File: src/rtl/dsp_ctrl_pkg.sv
// dsp_ctrl_pkg: shared opmodes, FSM encoding and pipeline tag type for the DSP MAC sequencer
package dsp_ctrl_pkg;
    localparam logic [7:0] OP_MUL  = 8'h01;
    localparam logic [7:0] OP_MAC  = 8'h09;
    localparam logic [7:0] OP_HOLD = 8'h00;
    typedef enum logic [1:0] {IDLE, LOAD, DRAIN, DONE} state_t;
    typedef struct packed {
        logic valid;
        logic first;
    } tag_t;
endpackage

File: src/rtl/dsp_tag_pipe.sv
// dsp_tag_pipe: DEPTH-deep tag delay line matching slice operand latency (A1/B1 + MREG)
module dsp_tag_pipe
    import dsp_ctrl_pkg::*;
#(
    parameter int DEPTH = 2
) (
    input  logic clk,
    input  logic rst,
    input  tag_t din,
    output tag_t dout
);
    tag_t stage [DEPTH];
    always_ff @(posedge clk or negedge rst) begin
        if (!rst) begin
            for (int i = 0; i < DEPTH; i++) stage[i] <= '0;
        end else begin
            stage[0] <= din;
            for (int i = 1; i < DEPTH; i++) stage[i] <= stage[i-1];
        end
    end
    assign dout = stage[DEPTH-1];
endmodule

File: src/rtl/dsp_mac_sequencer.sv
// dsp_mac_sequencer: streams operand pairs into one DSP48A1 slice as a signed dot-product MAC
module dsp_mac_sequencer
    import dsp_ctrl_pkg::*;
#(
    parameter int LEN_W = 8,
    parameter int PIPE  = 2
) (
    input  logic             clk,
    input  logic             rst,
    input  logic             start,
    input  logic [LEN_W-1:0] len,
    output logic             busy,
    input  logic             in_valid,
    output logic             in_ready,
    input  logic [17:0]      in_a,
    input  logic [17:0]      in_b,
    output logic [17:0]      dsp_a,
    output logic [17:0]      dsp_b,
    output logic [7:0]       dsp_opmode,
    output logic             dsp_cep,
    input  logic [47:0]      dsp_p,
    output logic             out_valid,
    input  logic             out_ready,
    output logic [47:0]      out_p
);
    state_t           state;
    logic [LEN_W-1:0] cnt;
    logic             first;
    logic             accept;
    tag_t             tag_in;
    tag_t             tag_out;
    assign accept = in_valid & in_ready;
    assign tag_in = '{valid: accept, first: first};
    assign busy   = state != IDLE;
    dsp_tag_pipe #(.DEPTH(PIPE)) u_tag_pipe (
        .clk (clk),
        .rst (rst),
        .din (tag_in),
        .dout(tag_out)
    );
    // cep/opmode are registered off the last tag stage, so they land one cycle after it
    always_ff @(posedge clk or negedge rst) begin
        if (!rst) begin
            state      <= IDLE;
            cnt        <= '0;
            first      <= 1'b0;
            in_ready   <= 1'b0;
            dsp_a      <= '0;
            dsp_b      <= '0;
            dsp_cep    <= 1'b0;
            dsp_opmode <= OP_HOLD;
            out_valid  <= 1'b0;
            out_p      <= '0;
        end else begin
            dsp_cep    <= tag_out.valid;
            dsp_opmode <= tag_out.valid ? (tag_out.first ? OP_MUL : OP_MAC) : OP_HOLD;
            case (state)
                IDLE: if (start) begin
                    if (len != '0) begin
                        state    <= LOAD;
                        cnt      <= len;
                        first    <= 1'b1;
                        in_ready <= 1'b1;
                    end else begin
                        state     <= DONE;
                        out_p     <= '0;
                        out_valid <= 1'b1;
                    end
                end
                LOAD: if (accept) begin
                    dsp_a <= in_a;
                    dsp_b <= in_b;
                    first <= 1'b0;
                    cnt   <= cnt - 1'b1;
                    if (cnt == LEN_W'(1)) begin
                        state    <= DRAIN;
                        in_ready <= 1'b0;
                        cnt      <= LEN_W'(PIPE + 1);
                    end
                end
                DRAIN: if (cnt == '0) begin
                    out_p     <= dsp_p;
                    out_valid <= 1'b1;
                    state     <= DONE;
                end else begin
                    cnt <= cnt - 1'b1;
                end
                DONE: if (out_ready) begin
                    out_valid <= 1'b0;
                    state     <= IDLE;
                end
                default: state <= IDLE;
            endcase
        end
    end
endmodule

File: config.mk
export PLATFORM = sky130hd
export DESIGN_NAME = dsp_mac_sequencer
export DESIGN_NICKNAME = d
export VERILOG_FILES = /design/src/rtl/dsp_ctrl_pkg.sv /design/src/rtl/dsp_tag_pipe.sv /design/src/rtl/dsp_mac_sequencer.sv
export SDC_FILE = /design/constraint.sdc
export NUM_CORES = 1
export LEC_CHECK = 0
export CAP_MARGIN = 20
export CORE_AREA = 2 2 105 107
export CTS_CLUSTER_DIAMETER = 80
export DETAILED_ROUTE_END_ITERATION = 10
export DIE_AREA = 0 0 107 109
export GPL_TIMING_DRIVEN = 0
export HOLD_SLACK_MARGIN = 0.05
export PLACE_DENSITY = 0.79
export SETUP_SLACK_MARGIN = 0.02
export SLEW_MARGIN = 20
export SYNTH_ARGS = -nofsm -noshare
export SYNTH_HDL_FRONTEND = slang
export SYNTH_SLANG_ARGS = --single-unit
File: constraint.sdc
create_clock -name clk -period 2.3 [get_ports clk]
set_input_delay 0.46 -clock clk [delete_from_list [all_inputs] [get_ports clk]]
set_output_delay 0.46 -clock clk [all_outputs]
set_load 0.02 [all_outputs]
==> out/qor.yml, run 1 <==
synth_top_cell_by_area: "dfrtp_1"
worst-endpoint-arrival_ns: 2.41
grt_max_degree: 61
die_area_um2: 11700
die_h_um: 109
ys.flop_type: "dfrtp_1"
relSlewSlack: 0.612
criticalPathCategory: "input port to flop"
clkTransAtPathRegs_ns: 0.10
maxCapViolations: 0
fillers: 821
cp.required_ns: 2.55
timing.critical_path.to_type: "flop"
power.density_nw_per_um2: 492
vdd_drop_max_mv: 0.341
drt_iter0_drc: 203
antenna_cells: 0
path_cells: "clkdlybuf4s50_1 > nor4_2 > a31oi_1 > a21o_1 > buf_6 > buf_2 > a22o_1"
cp-startpoint: "len[3]"
synth.yosys.seq_area_share: 0.600
fin_crit_sh: 0.939
cp-start-kind: "input port"
grt_pass1_wl_mm: 17.5
num_io_pins: 193
worstMarginPinSlew_ns: 0.579
fmax_mhz: 463
critPathBufInv: 3
vias_per_cell: 5.16
initial_core_util: 0.405
antenna_found_initial: 0
die_x_um: 107
synth_most_common_cell: "dfrtp_1"
outcome: "finished, final reports clean"
grtUsageTotal: 0.193
drc: 0
clockBufferDepth: 2
syn-cell-area_um2: 4300
gp_congestion: 0.869
avgSynthCellArea_um2: 13.6
hold_violations: 0
synth_cell_type_count: 42
rsz0062_at_grt: "false"
cts_tree: "yes"
htreeDepth: 3
design.core.area_um2: 10600
grt_pass1_vias: 3441
setup_viol: 0
clock-root-buffer: "clkbuf_8"
vias: 3418
finalCriticalPeriod_ns: 2.16
dpl.hpwl_mm: 8.58
synth_edf_count: 0
ys_async_sr_fraction: 1.00
grt.overflow.total: 0
yosys-top-cells-area: "dfrtp_1 (60%), a22o_1 (11%), mux2_2 (9.7%), ha_1 (2.0%), buf_4 (1.7%)"
crit_fanout: 10
hp-start: "u_tag_pipe.stage[3]$_DFF_PN0_"
cpLargestDelayFamily: "buffers and inverters"
first_pass_iters: 4
rows: 38
syn2layout_area_growth_pct: 55.0
routedWlPerCell_um: 17.3
port_buffers: 186
r2r_start: "state[1]$_DFFE_PN0P_"
crit_slowest_cell: "nor4_2"
clock_latency_ns: 0.36
ys_seq_elements: 103
yosys-top-cells-count: "dfrtp_1 (103), a22o_1 (53), mux2_2 (37)"
regArea_um2: 2580
skew_ns: 0.0107
hold_path_class: "flop to flop"
drive_gt1_frac: 0.170
synth_cells: 315
max_stage_delay_ns: 0.48
slew_violations: 0
yosys_warnings: 0
numCtsBuffers: 9
ant_nets: 0
timing.hold.ws_ns: 0.365
p_leak_nw: 3.03
clock_sinks: 103
drt-total-wl_mm: 11.5
multi_input_area_um2: 1590
final_net_count: 623
tns_ns: 0
synth_top_area_frac: 0.600
## layout make-up
cell class | instances | share of cell area
sequential | 103 | 0.387
clock inverter | 6 | 0.0139
tap | 140 | 0.0263
clock buffer | 9 | 0.0186
inverter | 12 | 0.00676
multi-input combinational | 180 | 0.239
buffer | 24 | 0.0224
timing repair buffer | 189 | 0.286
## flip-flops by register name (all words and copies together) (netlist names)
register	flops
dsp_b	18
dsp_a	18
u_tag_pipe.dout	2
in_ready	1
dsp_opmode	2
out_valid	1
out_p	48
cnt	8
first	1
u_tag_pipe.stage	2
state	2
## where the power goes
part	internal [mW]	total, mW	switching, mW
sequential	1.81	1.81	0.000486
combinational	0.159	0.236	0.0768
clock	0.615	1.23	0.613
## stage by stage
stage	worst slack (ns)	power, mW	cell area [um2]	util	cells
finish	0.141	3.27	6660	0.628	663
floorplan	0.355	1.87	4320	-	320
global route	0.0203	3.41	6660	0.628	663
detailed placement	-0.400	2.08	6380	0.602	647
global placement	-2.97	2.07	6350	0.599	646
CTS	0.0478	3.33	6610	0.624	663
## worst paths after layout
| check | depth (start not counted) | slack [ns] | to |
|---|---|---|---|
| worst min register to register | 0 | 0.36 | u_tag_pipe.dout[1]$_DFF_PN0_ |
| min in group asynchronous | 2 | 0.57 | dsp_b[16]$_DFFE_PN0P_ |
| worst min-delay path | 0 | 0.36 | u_tag_pipe.dout[1]$_DFF_PN0_ |
| max in group asynchronous | 3 | 1.11 | dsp_a[15]$_DFFE_PN0P_ |
| worst max-delay path | 7 | 0.14 | out_p[31]$_DFFE_PN0P_ |
| worst max register to register | 7 | 0.16 | cnt[5]$_DFFE_PN0P_ |
## cell usage in the layout (no fill, tap or decap), types with 3 or more instances in the layout
| master | instances |
|---|---|
| nand2_1 | 6 |
| clkdlybuf4s50_1 | 184 |
| conb_1 | 6 |
| o2bb2ai_1 | 7 |
| clkbuf_8 | 9 |
| dfrtp_1 | 103 |
| a31oi_1 | 4 |
| buf_2 | 9 |
| nor2_1 | 5 |
| inv_1 | 11 |
| a22o_1 | 53 |
| nor2b_1 | 4 |
| a21oi_1 | 3 |
| o2111ai_1 | 7 |
| buf_4 | 11 |
| ha_1 | 6 |
| nand3_1 | 3 |
| mux2_2 | 37 |
## layer usage
layer,vias to the layer above,share of wire,GRT usage
met5,-,0,0
met2,142,0.51,0.339
li1,1581,-,-
met3,16,0.058,0.0305
met4,0,0.018,0.0659
met1,1679,0.42,0.244
## cells by family after synthesis
family	share of synthesized area
flops	0.600
compound gates	0.177
mux	0.103
buf+inv	0.0454
simple gates	0.0539
fa+ha+maj	0.0204
other cells	0.000873
## timing repair
item | CTS | global route
gates resized for setup | 2 | 12
pin swaps | 0 | 2
buffers inserted | 0 | 1
endpoints found under the hold margin | 43 | 0
setup endpoints to repair | 27 | 49
hold buffers | 1 | 0
No activity file was read; power rests on OpenSTA's default activity.
==> run 2, diff against run 1 <==
--- a/config.mk
+++ b/config.mk
@@ -12,5 +12,5 @@
 export DIE_AREA = 0 0 107 109
-export GPL_TIMING_DRIVEN = 0
 export HOLD_SLACK_MARGIN = 0.05
 export PLACE_DENSITY = 0.79
+export REMOVE_ABC_BUFFERS = 1
 export SETUP_SLACK_MARGIN = 0.02
--- a/constraint.sdc
+++ b/constraint.sdc
@@ -3,2 +3,2 @@
 set_output_delay 0.46 -clock clk [all_outputs]
-set_load 0.02 [all_outputs]
+set_load 0.1 [all_outputs]
==> run 2 against run 1 <==
Die area did not move. Non-clock buffer count fell by 12. Count of clock-buffer cells in the layout rose by 3. Maximum frequency rose by 5.6%. Power rose by 5.4%. Final cell count fell by 1.7%. Flip-flop and latch count did not move. Global-route usage rose by 0.41 points. Final area fell by 3.8%. Clock power rose by 12%. Sequential share of layout area rose by 1.5 points. Critical path depth fell by 1. Critical endpoint is now state[1]$_DFFE_PN0P_.
==> out/qor.yml, run 2 (synthesized netlist as in run 1, its figures left out) <==
fillers: 872
num_io_pins: 193
pre_cts_ws_ns: -0.0845
antenna_found_initial: 0
grt_pass1_wl_mm: 17.7
outcome: "finished, final reports clean"
grt_pass1_vias: 3379
clockBufferDepth: 2
grtUsageTotal: 0.197
hold_path_class: "flop to flop"
clock_sinks: 103
clkTransAtPathRegs_ns: 0.09
largest_reg_flops: 48
clock_latency_ns: 0.35
relSlewSlack: 0.653
r2r_cells: 6
cp-start-kind: "flop"
final_cell_mix: "dfrtp_1 (103), buf_4 (100), clkdlybuf4s50_1 (95)"
maxCapViolations: 0
regMostFlops: "out_p"
drc: 0
reg2reg_slack_ns: 0.26
grt.overflow.total: 0
cts_tree: "yes"
gp_congestion: 0.921
first_pass_iters: 4
rows: 38
routedWlPerCell_um: 17.4
p_leak_nw: 3.22
drt_iter0_drc: 188
criticalPathCategory: "flop to flop"
vdd_drop_max_mv: 0.291
vias_per_cell: 5.25
worst-endpoint-arrival_ns: 2.29
syn2layout_area_growth_pct: 49.1
crit_fanout: 5
power.density_nw_per_um2: 538
layout_commonest_cell: "dfrtp_1"
fmax_mhz: 489
clock-root-buffer: "clkbuf_8"
fin_ws_ns: 0.255
port_buffers: 186
antenna_cells: 0
die_h_um: 109
critPathCapture: "state[1]$_DFFE_PN0P_"
rsz0062_at_grt: "false"
slew_violations: 0
worstMarginPinSlew_ns: 0.515
cts_setup_buffers: 0
cts_resized: 0
timing.hold.ws_ns: 0.355
skew_ns: 0.0134
htreeDepth: 3
design.core.area_um2: 10600
numCtsBuffers: 9
r2r_start: "cnt[0]$_DFFE_PN0P_"
hold_violations: 0
placed_cell_area_um2: 6150
cp-startpoint: "cnt[0]$_DFFE_PN0P_"
timing.critical_path.to_type: "flop"
reg_top3: "out_p (48), dsp_a (18), dsp_b (18)"
vias: 3423
finalCriticalPeriod_ns: 2.04
final_net_count: 611
dpl.hpwl_mm: 8.47
initial_core_util: 0.405
reg2reg_to: "state[1]$_DFFE_PN0P_"
fin_area_um2: 6410
die_area_um2: 11700
drive_gt1_frac: 0.320
cp.required_ns: 2.54
ant_nets: 0
drt-total-wl_mm: 11.4
final_core_util: 0.605
grt_max_degree: 52
finalPower_mw: 3.45
fin_crit_sh: 0.889
die_x_um: 107
setup_viol: 0
run 2: cell types whose count changed in the layout (fill, tap and decap cells not counted), sizes merged:
cell | before | now
clkdlybuf4s50 | 184 | 95
buf | 23 | 105
clkinvlp | 2 | 0
bufinv | 2 | 3
clkbuf | 13 | 12
dlygate4sd2 | 1 | 0
inv | 14 | 13
run 2: worst min-delay path by stage:
stage	startpoint	to	slack (ns)	cells after the start
global placement	u_tag_pipe.stage[2]$_DFF_PN0_	u_tag_pipe.dout[0]$_DFF_PN0_	0.33	0
floorplan	rst	cnt[0]$_DFFE_PN0P_	0.16	0
CTS	u_tag_pipe.stage[3]$_DFF_PN0_	u_tag_pipe.dout[1]$_DFF_PN0_	0.36	0
global route	u_tag_pipe.stage[3]$_DFF_PN0_	u_tag_pipe.dout[1]$_DFF_PN0_	0.36	0
finish	u_tag_pipe.stage[3]$_DFF_PN0_	u_tag_pipe.dout[1]$_DFF_PN0_	0.36	0
detailed placement	u_tag_pipe.stage[3]$_DFF_PN0_	u_tag_pipe.dout[1]$_DFF_PN0_	0.34	0
run 2: report_power, final:
part	switching (mW)	internal, mW	total, mW
Clock	0.589	0.788	1.38
Combinational	0.113	0.151	0.265
Sequential	0.000525	1.81	1.81
run 2: metal layers:
metal  GRT usage  share of wire
met1       0.245           0.41
met2       0.338           0.51
met3      0.0359          0.057
met4      0.0872          0.026
met5           0              0
run 2: final cells by class:
cell class | count | area (um2) | area share
clock inverter | 4 | 98.8 | 0.0154
multi-input combinational | 180 | 1550 | 0.241
clock buffer | 12 | 155 | 0.0242
timing repair buffer | 201 | 1810 | 0.283
inverter | 12 | 45.0 | 0.00703
tap | 140 | 175 | 0.0273
sequential | 103 | 2580 | 0.402
run 2: worst max-delay path, stage by stage, from the launching register on:
cell and delay [ns]:
dfrtp_1 0.43, inv_1 0.09, ha_1 0.17, nor4b_4 0.30
o221ai_1 0.22, or3b_4 0.45, mux2_4 0.30
run 2: timing repair:
| action | in CTS | in global routing |
|---|---|---|
| endpoints found under the setup margin | 0 | 0 |
| hold buffers | 1 | 0 |
| hold endpoints to repair | 28 | 0 |
run 2: through the flow:
stage / instances / setup TNS [ns]
final: 652 / 0
after global routing: 652 / 0
after CTS: 652 / 0
after detailed placement: 635 / -3.25
after global placement: 635 / 0
after floorplan: 295 / -61.44
